--- config.mk ---
export PLATFORM = sky130hd
export DESIGN_NAME = bob_retire_ctl
export DESIGN_NICKNAME = d
export VERILOG_FILES = /design/src/rtl/bob_retire_ctl.sv
export SDC_FILE = /design/constraint.sdc
export NUM_CORES = 1
export LEC_CHECK = 0
export CAP_MARGIN = 5
export CORE_MARGIN = 2
export CORE_UTILIZATION = 56
export CTS_BUF_LIST = sky130_fd_sc_hd__clkbuf_4
export CTS_CLUSTER_SIZE = 24
export DETAILED_ROUTE_END_ITERATION = 8
export GPL_ROUTABILITY_DRIVEN = 0
export PLACE_DENSITY = 0.95
export SETUP_SLACK_MARGIN = 0.15
export SLEW_MARGIN = 0
export SYNTH_ARGS = -nofsm -noshare
export SYNTH_HDL_FRONTEND = slang
export SYNTH_SLANG_ARGS = --single-unit
--- constraint.sdc ---
create_clock -name clk -period 6 [get_ports clk]
set_input_delay 0.6 -clock clk [delete_from_list [all_inputs] [get_ports clk]]
set_output_delay 0.6 -clock clk [all_outputs]
set_load 0.05 [all_outputs]
--- src/rtl/bob_retire_ctl.sv ---
// bob_retire_ctl: retire-side consumer of the branch order buffer.
//
// Watches has_retire/retire_addr, issues the RAM read (registered-address
// RAM, data one cycle later), pulses do_retire to advance the BOB retire
// pointer, and hands retired entries to commit through a 2-entry queue
// with a valid/ready handshake. Owns flush recovery after an exception.
//
// Ports:
//   clk          clock, rising edge
//   rst          asynchronous reset, active low
//   except       exception flush (same cycle as the BOB address flush)
//   has_retire   entry at retire_addr is valid
//   retire_addr  current retire index
//   do_retire    consume entry; retire pointer advances next cycle
//   ram_clkEn    RAM read-address latch enable
//   ram_addr     RAM read address (always retire_addr)
//   ram_data     RAM read data, valid the cycle after ram_clkEn
//   out_valid    retired entry available
//   out_ready    commit accepts the entry
//   out_data     retired entry
//   out_addr     BOB index of out_data
//   retired_cnt  count of accepted entries, wraps at 16 bits
//
// Optional feature: define BOB_RETIRE_BYPASS_EN to forward arriving RAM data
// straight to the output when the queue is empty (latency N+1 instead of
// N+2). Undefined, every entry passes through the queue registers.

`ifndef BOB_WIDTH
`define BOB_WIDTH 32
`endif

module bob_retire_ctl #(
  parameter int unsigned DATA_WIDTH = `BOB_WIDTH,
  parameter int unsigned ADDR_WIDTH = 6
) (
  input  logic                  clk,
  input  logic                  rst,
  input  logic                  except,
  input  logic                  has_retire,
  input  logic [ADDR_WIDTH-1:0] retire_addr,
  output logic                  do_retire,
  output logic                  ram_clkEn,
  output logic [ADDR_WIDTH-1:0] ram_addr,
  input  logic [DATA_WIDTH-1:0] ram_data,
  output logic                  out_valid,
  input  logic                  out_ready,
  output logic [DATA_WIDTH-1:0] out_data,
  output logic [ADDR_WIDTH-1:0] out_addr,
  output logic [15:0]           retired_cnt
);

  typedef enum logic {
    RUN   = 1'b0,
    FLUSH = 1'b1
  } state_t;

  state_t state, state_nxt;

  // A read returns exactly one cycle after issue and at most one read is
  // issued per cycle, so the in-flight count never exceeds one entry.
  logic                  infl;
  logic [ADDR_WIDTH-1:0] infl_tag;

  logic [1:0]            occ;
  logic                  wr_ptr, rd_ptr;
  logic [DATA_WIDTH-1:0] q_data [2];
  logic [ADDR_WIDTH-1:0] q_addr [2];

  logic byp, pop, q_pop, push, issue;

  always_comb begin
    state_nxt = state;
    if (except) state_nxt = FLUSH;
    else        state_nxt = RUN;
  end

  always_comb begin
    byp = 1'b0;
`ifdef BOB_RETIRE_BYPASS_EN
    byp = (occ == 2'd0) && (state == RUN) && !except && infl;
`endif
    if (byp) begin
      out_valid = 1'b1;
      out_data  = ram_data;
      out_addr  = infl_tag;
    end else begin
      out_valid = (occ != 2'd0);
      out_data  = q_data[rd_ptr];
      out_addr  = q_addr[rd_ptr];
    end
    pop   = out_valid & out_ready;
    q_pop = pop & !byp;
    // A bypassed entry taken this cycle never enters the queue.
    push  = infl & !(byp & out_ready);
    // Total outstanding (queued + in flight) is capped at two; a pop this
    // cycle frees a slot for the read being issued now. rst gates the
    // combinational strobes so they read 0 while reset is held.
    issue = rst && (state == RUN) && has_retire && !except &&
            (({1'b0, occ} + {2'b0, infl}) <= (3'd1 + {2'b0, pop}));
  end

  assign do_retire = issue;
  assign ram_clkEn = issue;
  assign ram_addr  = retire_addr;

  always_ff @(posedge clk or negedge rst) begin
    if (!rst) begin
      state       <= RUN;
      infl        <= 1'b0;
      infl_tag    <= '0;
      occ         <= '0;
      wr_ptr      <= 1'b0;
      rd_ptr      <= 1'b0;
      retired_cnt <= '0;
      for (int unsigned i = 0; i < 2; i++) begin
        q_data[i] <= '0;
        q_addr[i] <= '0;
      end
    end else begin
      state <= state_nxt;
      if (pop) retired_cnt <= retired_cnt + 16'd1;
      // issue is never set in an except cycle, so this also clears infl.
      infl <= issue;
      if (issue) infl_tag <= retire_addr;
      if (except) begin
        // Queued entries and data arriving this cycle are dropped.
        occ    <= '0;
        wr_ptr <= 1'b0;
        rd_ptr <= 1'b0;
      end else begin
        if (push) begin
          q_data[wr_ptr] <= ram_data;
          q_addr[wr_ptr] <= infl_tag;
          wr_ptr         <= ~wr_ptr;
        end
        if (q_pop) rd_ptr <= ~rd_ptr;
        occ <= occ + {1'b0, push} - {1'b0, q_pop};
      end
    end
  end

endmodule
---- Yosys cells after proc, flatten, opt, wreduce, memory -nomap -nowiden ----
Cells that the tools add are included.
operators by class
  magnitude comparators ................... 4
  add/sub/neg operators ................... 5
  bitwise operators ....................... 7
  reductions and logical operators ........ 10
  multiplexer cells ....................... 18
operator list
  kind                                                                   number
  32-bit two-way mux                                                     4
  64-bit bitwise mux                                                     1
  32-bit demux with 1-bit select                                         1
  6-bit two-way mux                                                      4
  16-bit by 1-bit adder with 16-bit output (second input constant)       1
  12-bit bitwise mux                                                     1
  6-bit demux with 1-bit select                                          1
  2-bit nonzero test                                                     3
  1-bit logical AND                                                      5
  1-bit two-way mux                                                      5
  2-bit greater-or-equal comparator (second input constant)              2
  1-bit inverter                                                         4
  1-bit inverter with 2-bit output                                       2
  2-bit by 1-bit adder with 3-bit output                                 1
  3-bit by 2-bit less-or-equal comparator with 1-bit output              1
  1-bit by 1-bit adder with 2-bit output (first input constant)          1
  2-bit by 1-bit adder with 2-bit output                                 1
  2-bit by 1-bit < comparator with 1-bit output (second input constant)  1
  2-bit two-way mux                                                      1
  2-bit AND reduction                                                    1
  2-bit by 1-bit subtractor with 2-bit output                            1
  1-bit AND                                                              1
  1-bit zero test                                                        1
storage, ports and cells
  input port bits ......................... 43
  word-level logic and storage cells ...... 55
  bits in registers ....................... 104
  output and inout port bits .............. 63

---- Logic depth before layout (Yosys ltp) ----
  word-level depth ........................ 6
  gate-level depth with buffers ........... 9
  gate-level depth less buffers ........... 8

---- Least setup slack after synthesis ----
OpenSTA, ideal clock, no wires.
  kind .................................... reg-to-output
  from .................................... register occ[1]
  to ...................................... output port ram_clkEn
  required time ........................... 5.400 ns
  path slack .............................. 2.657 ns
  buffers on the path ..................... 2
  data arrival time ....................... 2.743 ns
  cell stages (with the launch flop) ...... 9
  cells stage by stage .................... dfrtp_1 > or2_2 > and2_1 > buf_2 > fa_1 > o31a_1 > o21ai_4 > inv_1 > buf_4
between the ends
  word-level cells in the longest chain between the ends .. 5
  elaborated cells between the ends (all ways) .. 6
  classes of those cells .................. add/sub (2); order compare (1); bitwise (1); reduce/logical (2)
ends and longest elaborated chain
  element                                                    line  source
  from (decl)                                                64    logic [1:0] occ;
  from (signal assigned)                                     137   occ <= occ + {1'b0, push} - {1'b0, q_pop};
  2-bit nonzero test                                         87    out_valid = (occ != 2'd0);
  via out_valid                                              45    output logic out_valid,
  1-bit AND                                                  91    pop = out_valid & out_ready;
  via pop                                                    69    logic byp, pop, q_pop, push, issue;
  1-bit by 1-bit adder with 2-bit output                     99    (({1'b0, occ} + {2'b0, infl}) <= (3'd1 + {2'b0, pop}));
  3-bit by 2-bit less-or-equal comparator with 1-bit output  99
  1-bit logical AND                                          98    issue = rst && (state == RUN) && has_retire && !except &&
  to (decl)                                                  42    output logic ram_clkEn,
The timed path passes the listed nets, and every way through them passes these cells.

---- Worst setup path in the final report ----
  from .................................... register occ[1]
  to ...................................... output port ram_clkEn
between the ends
  word-level cells in the longest chain between the ends .. 5
  elaborated cells between the ends (all ways) .. 6
  classes of those cells .................. add/sub (2); order compare (1); bitwise (1); reduce/logical (2)
ends and longest elaborated chain
  element                                                        line
  2-bit nonzero test                                             87
  1-bit AND                                                      91
  1-bit by 1-bit adder with 2-bit output                         99
  3-bit by 2-bit less-or-equal comparator with 1-bit output (*)  99
  1-bit logical AND (*)                                          98
Mark *: on every way between the ends. The rest lies on a longest branch, timed or not.

==> out/qor.yml <==
outcome: "completed"
cts_tree: "built"
dieWidth_um: 95.1
synth_cell_types: 28
grt_max_degree: 85
fin_cells: 523
synth_area_um2: 4650
synth_top_area_share_pct: 56.0
fin_crit_ns: 4.03
grt_use_total_pct: 21.1
die-area_um2: 9040
hp-class: "reg2reg"
hold_viol_final: 0
clock_path_buffers: 2
cp-start-kind: "flip-flop"
cp-end-kind: "output pin"
drc_errors: 0
yosys_warnings: 0
synth_edf_count: 0
port_buffers: 105
synthFlopType: "dfrtp_1"
cts_hold_buffers: 1
cts_buffers: 9
num_rows: 33
vdd_drop_max_uv: 374
antenna_found_initial: 0
syn_area_per_cell_um2: 14.8
synth_top_area_cell: "dfrtp_1"
setup_tns_ns: 0
dp.cells: 506
skew_ns: 0.0171
netlist_instances: 315
clkTransAtPathRegs_ns: 0.16
setup.worst_path.class: "reg2out"
yosysMostFrequentCell: "dfrtp_1"
drv_slew: 0
setup_viol: 0
overflow: 0
use_met2_pct: 36.2
diodes: 0
post_cts_resized: 0
grt_pass1_wl_um: 14600
fmax_mhz: 248
hpwl_um: 6260
power.total_uw: 2860
grt-busiest-layer: "met2"
vias: 2788
synth_area_leaders: "dfrtp_1 (56%), mux2_2 (24%), mux2_1 (5.1%)"
drt-total-wl_um: 8950
die_h_um: 95.1
synthArstFlopShare_pct: 100
worst_slew_pin_slew_ns: 1.02
path_max_fanout: 7
ios: 106
core_area_um2: 8130
routedWlPerCell_um: 17.1
yosysSeqAreaShare_pct: 56.0
initial_utilization_pct: 57.1
fin_crit_sh_pct: 67.2
postCtsSetupBuffers: 0
cp.arrival_ns: 3.43
ys_seq_elements: 104
syn_to_final_growth_pct: 25.3
firstDrtPassIters: 4
drive_above_1_share_pct: 29.7
timing.max_cap.violations: 0
syn_nets: 365
rsz0062_at_grt: "no"
cts-root-buf: "clkbuf_4"
met3_usage_pct: 3.95
max_slew_margin_pct: 31.9
p_leak_uw: 0.00269
numClockSinks: 104
fin_nets: 463
drtIter0Drc: 111
via_per_inst: 5.33
netlist_top_cells_count: "dfrtp_1 (104), mux2_2 (99), mux2_1 (21)"
ant_nets: 0
clkLatencyLatePin_ns: 0.44
whs_ns: 0.500
htreeDepth: 3
worstPathRequired_ns: 5.40
met1_usage_pct: 26.7
power.density_nw_per_um2: 490
first_global_vias: 3012
worst max-delay path: stages, from the launching register on:
cell and delay (ns):
dfrtp_1 0.45, or2_2 0.34, and2_1 0.26, fa_1 0.50
o31a_1 0.34, o21ai_4 0.26, inv_1 0.12, clkdlybuf4s50_1 0.73
per-layer routing:
layer | share of wire, % | routed length [µm]
met5 | 0 | 0
met4 | 1.7 | 153
met3 | 4.6 | 408
met2 | 51 | 4570
met1 | 43 | 3820
cell usage in the layout (no fill, tap or decap), drive strengths merged:
cell / instances
and2: 3
and3: 3
and4: 3
and4bb: 1
buf: 3
clkbuf: 9
clkdlybuf4s50: 104
clkinv: 3
clkinvlp: 1
dfrtp: 104
dlygate4sd3: 1
fa: 1
ha: 6
inv: 10
mux2: 120
nand2: 9
nand3: 4
nand3b: 1
nand4: 3
nor2: 3
nor2b: 1
nor3b: 2
o2111a: 1
o21ai: 1
o31a: 1
or2: 1
xnor2: 18
xor2: 1
power by group:
part / leakage (µW) / total, µW / internal, µW / switching (µW)
sequential: 0.00137 / 1050 / 893 / 154
combinational: 0.00125 / 1490 / 613 / 873
clock: 0.0000663 / 323 / 90.1 / 233
kinds of logic (layout without fill, tap and decap cells):
logic type                 Yosys count  count (layout)  synth area share [%]
AOI/OAI and AO/OA                    3               3                 0.781
xor gates and xnor gates            19              19                  3.58
adders and majority gates            7               7                  2.05
buffers and inverters               28             131                  3.93
DFF                                104             104                  56.0
muxes                              120             120                  29.1
and+or+nand+nor                     34              34                  4.58
final timing paths:
| kind | startpoint | endpoint | slack (ns) | depth (start not counted) |
|---|---|---|---|---|
| worst max-delay path | occ[1] | ram_clkEn | 1.97 | 7 |
| worst min-delay path | q_data[55] | q_data[55] | 0.50 | 1 |
| worst max register to register | occ[1] | infl_tag[0] | 3.40 | 6 |
| worst min register to register | q_data[55] | q_data[55] | 0.50 | 1 |
| max in group asynchronous | rst | rd_ptr | 4.05 | 3 |
| min in group asynchronous | rst | q_data[60] | 0.55 | 2 |
flip-flops by register name, summed over array words and instances, names as in the netlist, 2 cells and up:
name         flops
infl_tag         6
occ              2
q_addr          12
q_data          64
retired_cnt     16
area by class of cell:
class / count / area (µm²)
fill: 554 / 2310
clock inverter: 7 / 53.8
tap: 105 / 131
multi-input combinational: 183 / 1870
clock buffer: 9 / 67.6
sequential: 104 / 2600
inverter: 7 / 26.3
timing repair buffer: 108 / 1070
metrics by stage:
step	worst slack, ns	area [µm²]	util, %
final	1.97	5820	71.6
after global routing	1.81	5820	71.6
after CTS	1.93	5820	71.6
after detailed placement	2.05	5690	70.0
after global placement	2.14	5690	70.0
after floorplan	2.66	4650	-
No activity file was read; power rests on OpenSTA's default activity.
